[src/rtl/register_bank_pkg.sv]
// rtl/register_bank_pkg.sv - FunSel op encodings and helpers shared by the register bank
package register_bank_pkg;

  typedef enum logic [2:0] {
    FS_DEC  = 3'b000,
    FS_INC  = 3'b001,
    FS_LOAD = 3'b010,
    FS_CLR  = 3'b011,
    FS_CLRL = 3'b100,
    FS_WRL  = 3'b101,
    FS_WRH  = 3'b110,
    FS_SEXT = 3'b111
  } funsel_t;

  // Only the counting ops can wrap; every other op forces the wrap flag low.
  function automatic logic is_count_op(input funsel_t fs);
    return (fs == FS_INC) || (fs == FS_DEC);
  endfunction

endpackage

[src/rtl/reg_next_calc.sv]
// rtl/reg_next_calc.sv - next-state value and wrap detect for one register
module reg_next_calc
  import register_bank_pkg::*;
#(
  parameter int WIDTH = 16
) (
  input  logic [WIDTH-1:0] cur,
  input  logic [WIDTH-1:0] I,
  input  logic [2:0]       FunSel,
  output logic [WIDTH-1:0] nxt,
  output logic             wrap_hit
);

  localparam int HALF = WIDTH / 2;

  funsel_t fs;
  assign fs = funsel_t'(FunSel);

  // Next value of the register if this op were applied at the coming edge.
  always_comb begin
    nxt = cur;
    case (fs)
      FS_DEC:  nxt = cur - 1'b1;
      FS_INC:  nxt = cur + 1'b1;
      FS_LOAD: nxt = I;
      FS_CLR:  nxt = '0;
      FS_CLRL: nxt = {{HALF{1'b0}}, I[HALF-1:0]};
      FS_WRL:  nxt = {cur[WIDTH-1:HALF], I[HALF-1:0]};
      FS_WRH:  nxt = {I[HALF-1:0], cur[HALF-1:0]};
      FS_SEXT: nxt = {{HALF{I[HALF-1]}}, I[HALF-1:0]};
      default: nxt = cur;
    endcase
  end

  // Wrap occurs when INC leaves all-ones or DEC leaves zero.
  always_comb begin
    wrap_hit = 1'b0;
    if (is_count_op(fs)) begin
      wrap_hit = (fs == FS_INC) ? (&cur) : (cur == '0);
    end
  end

endmodule

[src/rtl/register_bank.sv]
// rtl/register_bank.sv - multi-register bank with two read ports, wrap flag, optional REG_BANK_FWD_EN forwarding
module register_bank
  import register_bank_pkg::*;
#(
  parameter int               WIDTH     = 16,
  parameter int               NUM_REGS  = 4,
  parameter logic [WIDTH-1:0] RESET_VAL = '0,
  localparam int              SEL_W     = (NUM_REGS > 1) ? $clog2(NUM_REGS) : 1
) (
  input  logic                Clock,
  input  logic                Reset,
  input  logic [NUM_REGS-1:0] RegEn,
  input  logic [2:0]          FunSel,
  input  logic [WIDTH-1:0]    I,
  input  logic [SEL_W-1:0]    OutASel,
  input  logic [SEL_W-1:0]    OutBSel,
  output logic [WIDTH-1:0]    OutA,
  output logic [WIDTH-1:0]    OutB,
  output logic                Wrap
);

  logic [WIDTH-1:0]    r    [NUM_REGS];
  logic [WIDTH-1:0]    nxt  [NUM_REGS];
  logic [WIDTH-1:0]    view [NUM_REGS];
  logic [NUM_REGS-1:0] hit;

  // One next-state calculator per register; the same result feeds writes and forwarding.
  for (genvar g = 0; g < NUM_REGS; g++) begin : g_calc
    reg_next_calc #(
      .WIDTH(WIDTH)
    ) u_calc (
      .cur      (r[g]),
      .I        (I),
      .FunSel   (FunSel),
      .nxt      (nxt[g]),
      .wrap_hit (hit[g])
    );
  end

  // Register array: each enabled register takes its computed next value.
  always_ff @(posedge Clock or posedge Reset) begin
    if (Reset) begin
      for (int k = 0; k < NUM_REGS; k++) r[k] <= RESET_VAL;
    end else begin
      for (int k = 0; k < NUM_REGS; k++) begin
        if (RegEn[k]) r[k] <= nxt[k];
      end
    end
  end

  // Wrap flag: non-count ops yield no hits, so OR of enabled hits covers every op; idle cycles hold.
  always_ff @(posedge Clock or posedge Reset) begin
    if (Reset) begin
      Wrap <= 1'b0;
    end else if (|RegEn) begin
      Wrap <= |(RegEn & hit);
    end
  end

`ifdef REG_BANK_FWD_EN
  // Forwarding: an enabled register is seen with its pending value in the same cycle.
  always_comb begin
    for (int k = 0; k < NUM_REGS; k++) view[k] = RegEn[k] ? nxt[k] : r[k];
  end
`else
  // No forwarding: readers always see stored contents.
  always_comb begin
    for (int k = 0; k < NUM_REGS; k++) view[k] = r[k];
  end
`endif

  // Read ports: compare against every index so out-of-range selects fall through to zero.
  always_comb begin
    OutA = '0;
    OutB = '0;
    for (int k = 0; k < NUM_REGS; k++) begin
      if (int'(OutASel) == k) OutA = view[k];
      if (int'(OutBSel) == k) OutB = view[k];
    end
  end

endmodule

[config.mk]
export PLATFORM = sky130hd
export DESIGN_NAME = register_bank
export DESIGN_NICKNAME = d
export VERILOG_FILES = /design/src/rtl/register_bank_pkg.sv /design/src/rtl/reg_next_calc.sv /design/src/rtl/register_bank.sv
export SDC_FILE = /design/constraint.sdc
export NUM_CORES = 1
export LEC_CHECK = 0
export BUFFER_PORTS_ARGS = -buffer_cell sky130_fd_sc_hd__buf_2
export CORE_MARGIN = 8
export CORE_UTILIZATION = 60
export DETAILED_ROUTE_END_ITERATION = 8
export PLACE_DENSITY_LB_ADDON = 0.3
export SYNTH_ARGS = -nofsm -noshare
export SYNTH_HDL_FRONTEND = slang
export SYNTH_SLANG_ARGS = --single-unit
[constraint.sdc]
create_clock -name Clock -period 4.1 [get_ports Clock]
set_input_delay 1.23 -clock Clock [delete_from_list [all_inputs] [get_ports Clock]]
set_output_delay 1.23 -clock Clock [all_outputs]
set_load 0.05 [all_outputs]
; Word-level counts from Yosys, hierarchy flattened
; Cells that the tools add are included.
[totals]
ff_bits = 65
n_memories = 0
latchBits = 0
wordCells = 75
out_inout_bits = 33
mem_bits_rw = 0
inputBits = 29
mem_bits_ro = 0
[op_classes]
bitwise_logic = 3
shift = 0
n_mul = 0
n_reduce_logical = 22
eq_ne = 13
muxes = 20
div_mod_pow = 0
n_lt_le_gt_ge = 0
addsub = 8
[ops]
columns = op, n
row1 = one-hot mux 16 bit (8 select lines), 4
row2 = 2-to-1 mux 16 bit, 8
row3 = "adder 16 x 1 -> 16 bit, second input constant", 4
row4 = zero test 16 bit, 4
row5 = AND reduction 16 bit, 4
row6 = "subtractor 16 x 1 -> 16 bit, second input constant", 4
row7 = AND reduction 2 bit, 8
row8 = "== test 3 bit, second input constant", 4
row9 = "== test 2 bit, second input constant", 4
row10 = 2-to-1 mux 1 bit, 8
row11 = OR reduction 4 bit, 2
row12 = "== test 3 x 2 -> 1 bit, second input constant", 2
row13 = AND 4 bit, 1
row14 = "== test 2 x 1 -> 1 bit, second input constant", 2
row15 = zero test 2 bit, 2
row16 = "== test 3 x 1 -> 1 bit, second input constant", 1
row17 = zero test 3 bit, 1
row18 = inverter 1 bit, 2
row19 = logical OR 1 bit, 1

; Longest topological paths before layout
; Gate-level depths: netlist of the first run.
[depth]
depth_word = 5
mapped_depth = 14
depth_no_buf = 13

; Modules after synthesis
; From an unflattened synthesis of the first run, not the netlist that was laid out.
[hier_totals]
hier_cells = 1019
hier_area_um2 = 8987.4
[modules_own_cells]
columns = mod, cells_each, area_per_inst_um2, instances, seq_area_each_um2
row1 = register_bank, 182, 3223.1, 1, 1626.6
row2 = reg_next_calc at g_calc[2].u_calc, 211, 1478.9, 1, 0.0
row3 = reg_next_calc at g_calc[0].u_calc, 211, 1466.4, 1, 0.0
row4 = reg_next_calc at g_calc[3].u_calc, 210, 1445.1, 1, 0.0
row5 = reg_next_calc at g_calc[1].u_calc, 205, 1373.8, 1, 0.0

; Worst setup path after synthesis of the first run
; No wires, ideal clock.
[synth_path]
kind = input port to flip-flop
startpoint = input port FunSel[0]
endpoint = register r[14] in the netlist's numbering
slack_ns = -0.716
arrival_time_ns = 4.681
stages = 14
setup_time_ns = 0.135
n_path_buf = 2
required_time_ns = 3.965
path_cell_list = buf_2 nand2_1 inv_1 clkbuf_1 fa_1 nor2b_1 o21ai_2 a21oi_2 o211ai_2 a21oi_1 or3_1 a31oi_1 mux2i_1 o211ai_1
[synth_between]
elab_chain_len = 3
word_cells_on_any_way = 11
classes_between = eq/ne: 7 / mux: 1 / bitwise: 1 / reduce/logical: 2
[synth_lines]
columns = element, line_no
row1 = from (decl), register_bank.sv:13  ; input logic [2:0] FunSel,
row2 = branches (longest 3 deep; another with one-hot mux 16 bit (8 select lines)), -
row3 = "to (signal, indexed assignment)", register_bank.sv:46  ; if (RegEn[k]) r[k] <= nxt[k];
row4 = to (decl), register_bank.sv:22  ; logic [WIDTH-1:0] r [NUM_REGS];
; Several ways; the timed one is not identified.
; A chain may end at the register's enable or synchronous reset.

; Worst setup path after layout of the first run
[layout_path]
startpoint = input port FunSel[2]
endpoint = register r[62] in the netlist's numbering
; Same word-level chain as after synthesis.

==> flow_summary_export.csv, run 1 <==
group,metric,value,unit
status,outcome,"finished clean",
global_route,first_global_vias,6835,
place,gp_congestion,0.992,
place,dp_worst_setup_slack,0.0820,ns
floorplanning,rows,39,
min_path,hold_end,"Wrap$_DFFE_PP0P_",
drt,ant_nets,0,
drt,routed_wl,22600,um
cells_and_area,final_nets,950,
logic_synthesis,synth_area_per_cell,8.47,sq um
critical_path,start_kind,"primary input",
critical_path,crit_required,4.33,ns
drt,vias_per_cell,6.98,
critical_path,ff2ff_path_depth,11,
cells_and_area,fill_cells,930,
critical_path,reg2reg_slack,1.29,ns
logic_synthesis,synthTopCellsByArea,"dfrtp_1, ha_1, mux4_2, a21oi_1, o21ai_0",
cells_and_area,ff_latch_area,0.00163,sq mm
job,drv_cap,0,
cells_and_area,area_growth,11.3,%
clocking,clkSinkCount,65,
timing,rsz0062_at_grt,"false",
global_route,antenna_found_initial,0,
logic_synthesis,ys_seq_area_frac,0.240,
clocking,h-tree-depth,3,
logic_synthesis,synthCells,800,
power_and_ir_drop,power_per_cell_area,553,mW/mm^2
floorplanning,die_h,122,um
timing,drv_slew,0,
cells_and_area,final_core_util,0.672,
logic_synthesis,synth_nets,896,
clocking,ctsHoldBuffers,0,
clocking,clkLatencyLatePin,0.34,ns
floorplanning,die_w,122,um
critical_path,path_class,"primary input to register",
global_route,grt_overflow,0,
logic_synthesis,syn_area,0.00678,sq mm
floorplanning,start_util,0.604,
place,hpwl,16800,um
logic_synthesis,synth_fa_ha_area_frac,0.128,
timing,slew_headroom,0.393,
cells_and_area,layout_commonest_cell,"nand2_1",
clocking,post_cts_buffers,0,
floorplanning,core,0.0112,sq mm
global_route,grt_max_degree,66,
critical_path,worstPathArrival,4.01,ns
drt,first_pass_iters,5,
global_route,grt_pass1_wl,36000,um
timing,finalSetupViolations,0,
logic_synthesis,synth_cell_type_count,61,
critical_path,endpoint_kind,"register",
drt,drtIter0Drc,836,
timing,finClkSkew,0.00387,ns
logic_synthesis,synth_ff_type,"dfrtp_1",
logic_synthesis,synth-compound-area-share,0.239,
clocking,cts_tree,"yes",
cells_and_area,final_cell_mix,"nand2_1, a21oi_1, o21ai_0, dfrtp_1, ha_1",
timing,setup_tns,0,ns
drt,drc_errors,0,
drt,vias,6990,
min_path,hold_start,"Wrap$_DFFE_PP0P_",
logic_synthesis,synth_top_cell_by_area,"dfrtp_1",
floorplanning,ios,62,
clocking,cts-resized-gates,0,
clocking,cts-root-buf,"clkbuf_16",
cells_and_area,multiInputGateArea,0.00493,sq mm
logic_synthesis,synth_edf_count,0,
cells_and_area,instances_no_fill,1002,
place,placed_cells,986,
timing,period_needed,3.78,ns
drt,wl_per_cell,22.6,um
logic_synthesis,async_reset_ff_frac,1.00,
logic_synthesis,synth-seq-cells,65,
power_and_ir_drop,ir_worst_vdd,0.000250,V
clocking,cts_made_buffers,9,
logic_synthesis,synth_top_family_by_area,"compound AO/OA/AOI/OAI gates",
cells_and_area,drive_gt1_frac,0.164,
power_and_ir_drop,leakage,3.30,nW
logic_synthesis,yosysWarningCount,0,
critical_path,r2r_end,"r[12]$_DFFE_PP0P_",
floorplanning,die_area,0.0149,sq mm
logic_synthesis,synth_mux_area_frac,0.117,
place,io_buffer_count,61,
timing,finalHoldViolCount,0,
logic_synthesis,synth_xor_area_frac,0.0517,
critical_path,path_max_fanout,26,
timing,min_period_over_period,0.922,
clocking,path_clk_slew,0.06,ns
timing,setup_ws,0.321,ns
critical_path,rr_startpoint,"r[0]$_DFFE_PP0P_",
timing,tightestPinTransition,0.911,ns
min_path,worstHoldPathCells,2,
global_route,global_route.usage.total,0.311,
logic_synthesis,synthSimpleGateAreaFrac,0.190,
logic_synthesis,synth.top_cell.area_share,0.240,
clocking,cts_buffer_depth,2,
cells_and_area,num_antenna_cells,0,
timing,fmax,265,MHz
min_path,hold_class,"register to register",
worst max-delay path by stage:
stage                     startpoint                end  slack [ns]  depth (start not counted)
after global routing       FunSel[2]  r[62]$_DFFE_PP0P_        0.09                         14
after CTS                 OutBSel[0]            OutB[0]        0.32                          3
after global placement     FunSel[2]  r[46]$_DFFE_PP0P_        0.16                         13
after detailed placement   FunSel[2]  r[62]$_DFFE_PP0P_        0.08                         14
final                      FunSel[2]  r[62]$_DFFE_PP0P_        0.32                         14
after floorplan            FunSel[2]  r[14]$_DFFE_PP0P_        0.18                         14
layer usage:
metal | GRT usage | part of all wire
met1 | 0.374 | 0.37
met2 | 0.518 | 0.48
met3 | 0.0658 | 0.11
met4 | 0.160 | 0.045
met5 | 0 | 0
cells in the mapped netlist (2+ instances only):
| cell | instances |
|---|---|
| nor3_1 | 22 |
| a22oi_1 | 6 |
| a2111oi_0 | 2 |
| o221ai_1 | 2 |
| clkbuf_1 | 27 |
| o211ai_2 | 3 |
| a211oi_1 | 6 |
| o21a_1 | 4 |
| xnor2_1 | 25 |
| nand3_1 | 13 |
| nor2_1 | 48 |
| xor2_1 | 15 |
| a211o_1 | 3 |
| or3_1 | 2 |
| inv_1 | 29 |
| buf_2 | 4 |
| fa_1 | 4 |
| o211ai_1 | 4 |
| o31a_1 | 2 |
| o21bai_1 | 2 |
| dfrtp_1 | 65 |
| nand2_1 | 96 |
| o21ai_0 | 74 |
| nor2b_1 | 14 |
| a31oi_1 | 12 |
| o21ai_2 | 3 |
| nor4_1 | 23 |
| nand4_1 | 23 |
| and3_1 | 5 |
| mux4_2 | 31 |
| o22ai_1 | 2 |
| ha_1 | 63 |
| a21o_1 | 18 |
| o21ai_1 | 18 |
| nand2b_1 | 13 |
| a22o_1 | 3 |
| o2111ai_1 | 3 |
| nand3b_1 | 4 |
| mux2i_1 | 6 |
| a21oi_1 | 80 |
flip-flops by register name, indices dropped and copies added (netlist names):
name and count:
r 64, Wrap 1
critical path, cell delays in order:
cell       delay [ns]
buf_2            0.13
nor2_4           0.13
nand2_4          0.23
inv_1            0.33
fa_1             0.28
nor2b_1          0.07
o2111ai_1        0.25
nand3_1          0.17
a41oi_2          0.30
o21ai_2          0.10
a31oi_1          0.20
xor2_1           0.21
o21ai_1          0.09
mux2_2           0.28
through the flow:
| stage | total power [mW] | area (sq um) | hold WS [ns] |
|---|---|---|---|
| 3_3_place_gp | 3.23 | 7250 | 0.465 |
| 2_1_floorplan | 2.77 | 6780 | 0.527 |
| 3_5_place_dp | 3.31 | 7250 | 0.523 |
| 4_1_cts | 4.11 | 7540 | 0.539 |
| 5_1_grt | 4.41 | 7540 | 0.571 |
| 6_report | 4.17 | 7540 | 0.542 |
power breakdown:
group          internal (mW)  switching [mW]  total, mW
clock                  0.486           0.297      0.783
combinational          0.923            1.38       2.30
sequential             0.774           0.311       1.09
total                   2.18            1.98       4.17
final cells by class:
| type | instances | area share |
|---|---|---|
| Timing Repair Buffer | 74 | 0.0534 |
| Inverter | 29 | 0.0144 |
| Sequential cell | 65 | 0.216 |
| Clock inverter | 3 | 0.00531 |
| Clock buffer | 13 | 0.0332 |
| Multi-Input combinational cell | 675 | 0.654 |
| Tap cell | 143 | 0.0237 |
logic make-up (layout without fill, tap and decap cells):
logic type,count (synthesis),in the layout
multiplexers,39,39
adder cells (fa/ha/maj),67,67
flip-flops,65,65
AND/OR/NAND/NOR,268,268
XOR/XNOR,40,40
AO/OA/AOI/OAI,261,261
buffers and inverters,60,119
Power figures use the tool's default switching activity.
==> run 2, diff against run 1 <==
--- a/config.mk
+++ b/config.mk
@@ -5,9 +5,10 @@
 export SDC_FILE = /design/constraint.sdc
 export NUM_CORES = 1
 export LEC_CHECK = 0
-export BUFFER_PORTS_ARGS = -buffer_cell sky130_fd_sc_hd__buf_2
+export BUFFER_PORTS_ARGS = -buffer_cell sky130_fd_sc_hd__clkbuf_2
 export CORE_MARGIN = 8
 export CORE_UTILIZATION = 60
+export CTS_CLUSTER_DIAMETER = 50
 export DETAILED_ROUTE_END_ITERATION = 8
 export PLACE_DENSITY_LB_ADDON = 0.3
 export SYNTH_ARGS = -nofsm -noshare
==> run 2 against run 1 <==
Sequential power is essentially flat; die area unchanged; cell count up 0.20%; flip-flop and latch count unchanged; via count is 0.30% lower; clock skew increased by 0.0037 ns; largest power group unchanged; worst setup slack better by 0.018 ns.
==> flow_summary_export.csv, run 2 (synthesis gave the netlist of run 1 again) <==
group,metric,value,unit
global_route,global_route.usage.total,0.308,
global_route,gr-usage-met2,0.496,
power_and_ir_drop,power.total,4.08,mW
cells_and_area,area_growth,11.4,%
timing,tightestPinTransition,0.615,ns
clocking,path_clk_slew,0.05,ns
cells_and_area,num_antenna_cells,0,
cells_and_area,largest_registers,"r (64), Wrap (1)",
critical_path,path_max_fanout,22,
cells_and_area,final_nets,952,
clocking,cts_tree,"yes",
timing,period_needed,3.76,ns
critical_path,worstPathArrival,3.99,ns
drt,drc_errors,0,
global_route,gr-max-usage-layer,"met2",
critical_path,endpoint_kind,"register",
place,dpl_cell_area,0.00729,sq mm
cells_and_area,drive_gt1_frac,0.166,
cells_and_area,largest_reg_flops,64,
timing,slew_headroom,0.579,
job,drv_cap,0,
drt,wl_per_cell,22.4,um
power_and_ir_drop,p_sw,1.98,mW
global_route,grt_max_degree,47,
place,gp_congestion,0.997,
power_and_ir_drop,p_int,2.10,mW
drt,vias,6969,
global_route,first_global_vias,6783,
clocking,clkSinkCount,65,
clocking,ctsHoldBuffers,0,
floorplanning,start_util,0.604,
clocking,cts-root-buf,"clkbuf_16",
power_and_ir_drop,power_per_cell_area,541,mW/mm^2
power_and_ir_drop,clock_power_share,0.171,
drt,drtIter0Drc,683,
status,outcome,"finished clean",
drt,routed_wl,22500,um
clocking,cts_made_buffers,9,
floorplanning,die_w,122,um
clocking,clkLatencyLatePin,0.34,ns
place,hpwl,17000,um
critical_path,crit_required,4.33,ns
power_and_ir_drop,combPwrFrac,0.565,
timing,whs,0.501,ns
global_route,grt_pass1_wl,35800,um
timing,rsz0062_at_grt,"false",
drt,vias_per_cell,6.94,
power_and_ir_drop,leakage,3.30,nW
cells_and_area,largest-register,"r",
clocking,cts_buffer_depth,2,
floorplanning,die_area,0.0149,sq mm
floorplanning,die_h,122,um
timing,fmax,266,MHz
timing,min_period_over_period,0.917,
cells_and_area,final_cell_mix,"nand2_1, a21oi_1, o21ai_0, dfrtp_1, ha_1",
power_and_ir_drop,ir_worst_vdd,0.000259,V
timing,finalHoldViolCount,0,
timing,finalSetupViolations,0,
critical_path,start_kind,"primary input",
cells_and_area,fin_area,0.00755,sq mm
clocking,cts-resized-gates,0,
clocking,post_cts_buffers,0,
cells_and_area,layout_commonest_cell,"nand2_1",
timing,drv_slew,0,
floorplanning,rows,39,
drt,first_pass_iters,5,
global_route,grt_overflow,0,
timing,setup_tns,0,ns
timing,finClkSkew,0.00754,ns
global_route,use_met1,0.386,
place,io_buffer_count,61,
critical_path,path_class,"primary input to register",
min_path,hold_class,"register to register",
clocking,h-tree-depth,3,
global_route,use_met3,0.0570,
power_and_ir_drop,switching_share,0.485,
floorplanning,ios,62,
cells_and_area,fill_cells,943,
floorplanning,core,0.0112,sq mm
power_and_ir_drop,p_seq_frac,0.264,
drt,ant_nets,0,
global_route,antenna_found_initial,0,
==> run 2: final cells by class <==
class	count	area (sq um)	area share
Timing Repair Buffer	76	443	0.0587
Clock buffer	12	236	0.0313
Sequential cell	65	1630	0.216
Inverter	29	109	0.0144
Multi-Input combinational cell	675	4930	0.654
Tap cell	143	179	0.0237
Clock inverter	4	20.0	0.00265
==> run 2: critical path: stages <==
cell       delay [ns]
clkbuf_2         0.11
nor2_4           0.14
nand2_4          0.21
inv_1            0.33
fa_1             0.29
nor2b_1          0.08
o2111ai_1        0.27
nand3_1          0.20
a41oi_2          0.28
o21ai_2          0.10
a31oi_1          0.22
xor2_1           0.17
o21ai_1          0.07
mux2_2           0.27
==> run 2: path summary, 6_finish.rpt <==
kind	from	slack (ns)	endpoint	cells after the start
max	FunSel[2]	0.34	r[62]$_DFFE_PP0P_	14
min	Wrap$_DFFE_PP0P_	0.50	Wrap$_DFFE_PP0P_	2
max reg2reg	r[32]$_DFFE_PP0P_	1.29	r[46]$_DFFE_PP0P_	11
min reg2reg	Wrap$_DFFE_PP0P_	0.50	Wrap$_DFFE_PP0P_	2
max in group asynchronous	Reset	2.17	r[63]$_DFFE_PP0P_	3
min in group asynchronous	Reset	0.93	r[4]$_DFFE_PP0P_	2
==> run 2: per-layer routing <==
layer,vias to the layer above,part of all wire
li1,3133,-
met1,3366,0.39
met2,376,0.47
met3,94,0.097
met4,0,0.048
met5,-,0
==> run 2: metrics by stage <==
stage	cells	setup WS, ns	utilization
global placement	988	0.157	0.650
detailed placement	988	0.0500	0.650
finish	1004	0.339	0.672
global route	1004	0.110	0.672
CTS	1004	0.389	0.672
floorplan	800	0.181	-
==> run 2: power groups by stage <==
stage	Combinational [mW]	Sequential, mW	Clock, mW
2_1_floorplan	1.84	0.938	0
3_3_place_gp	2.18	1.05	0
3_5_place_dp	2.26	1.07	0
4_1_cts	2.27	1.06	0.695
5_1_grt	2.51	1.09	0.725
6_report	2.31	1.08	0.697
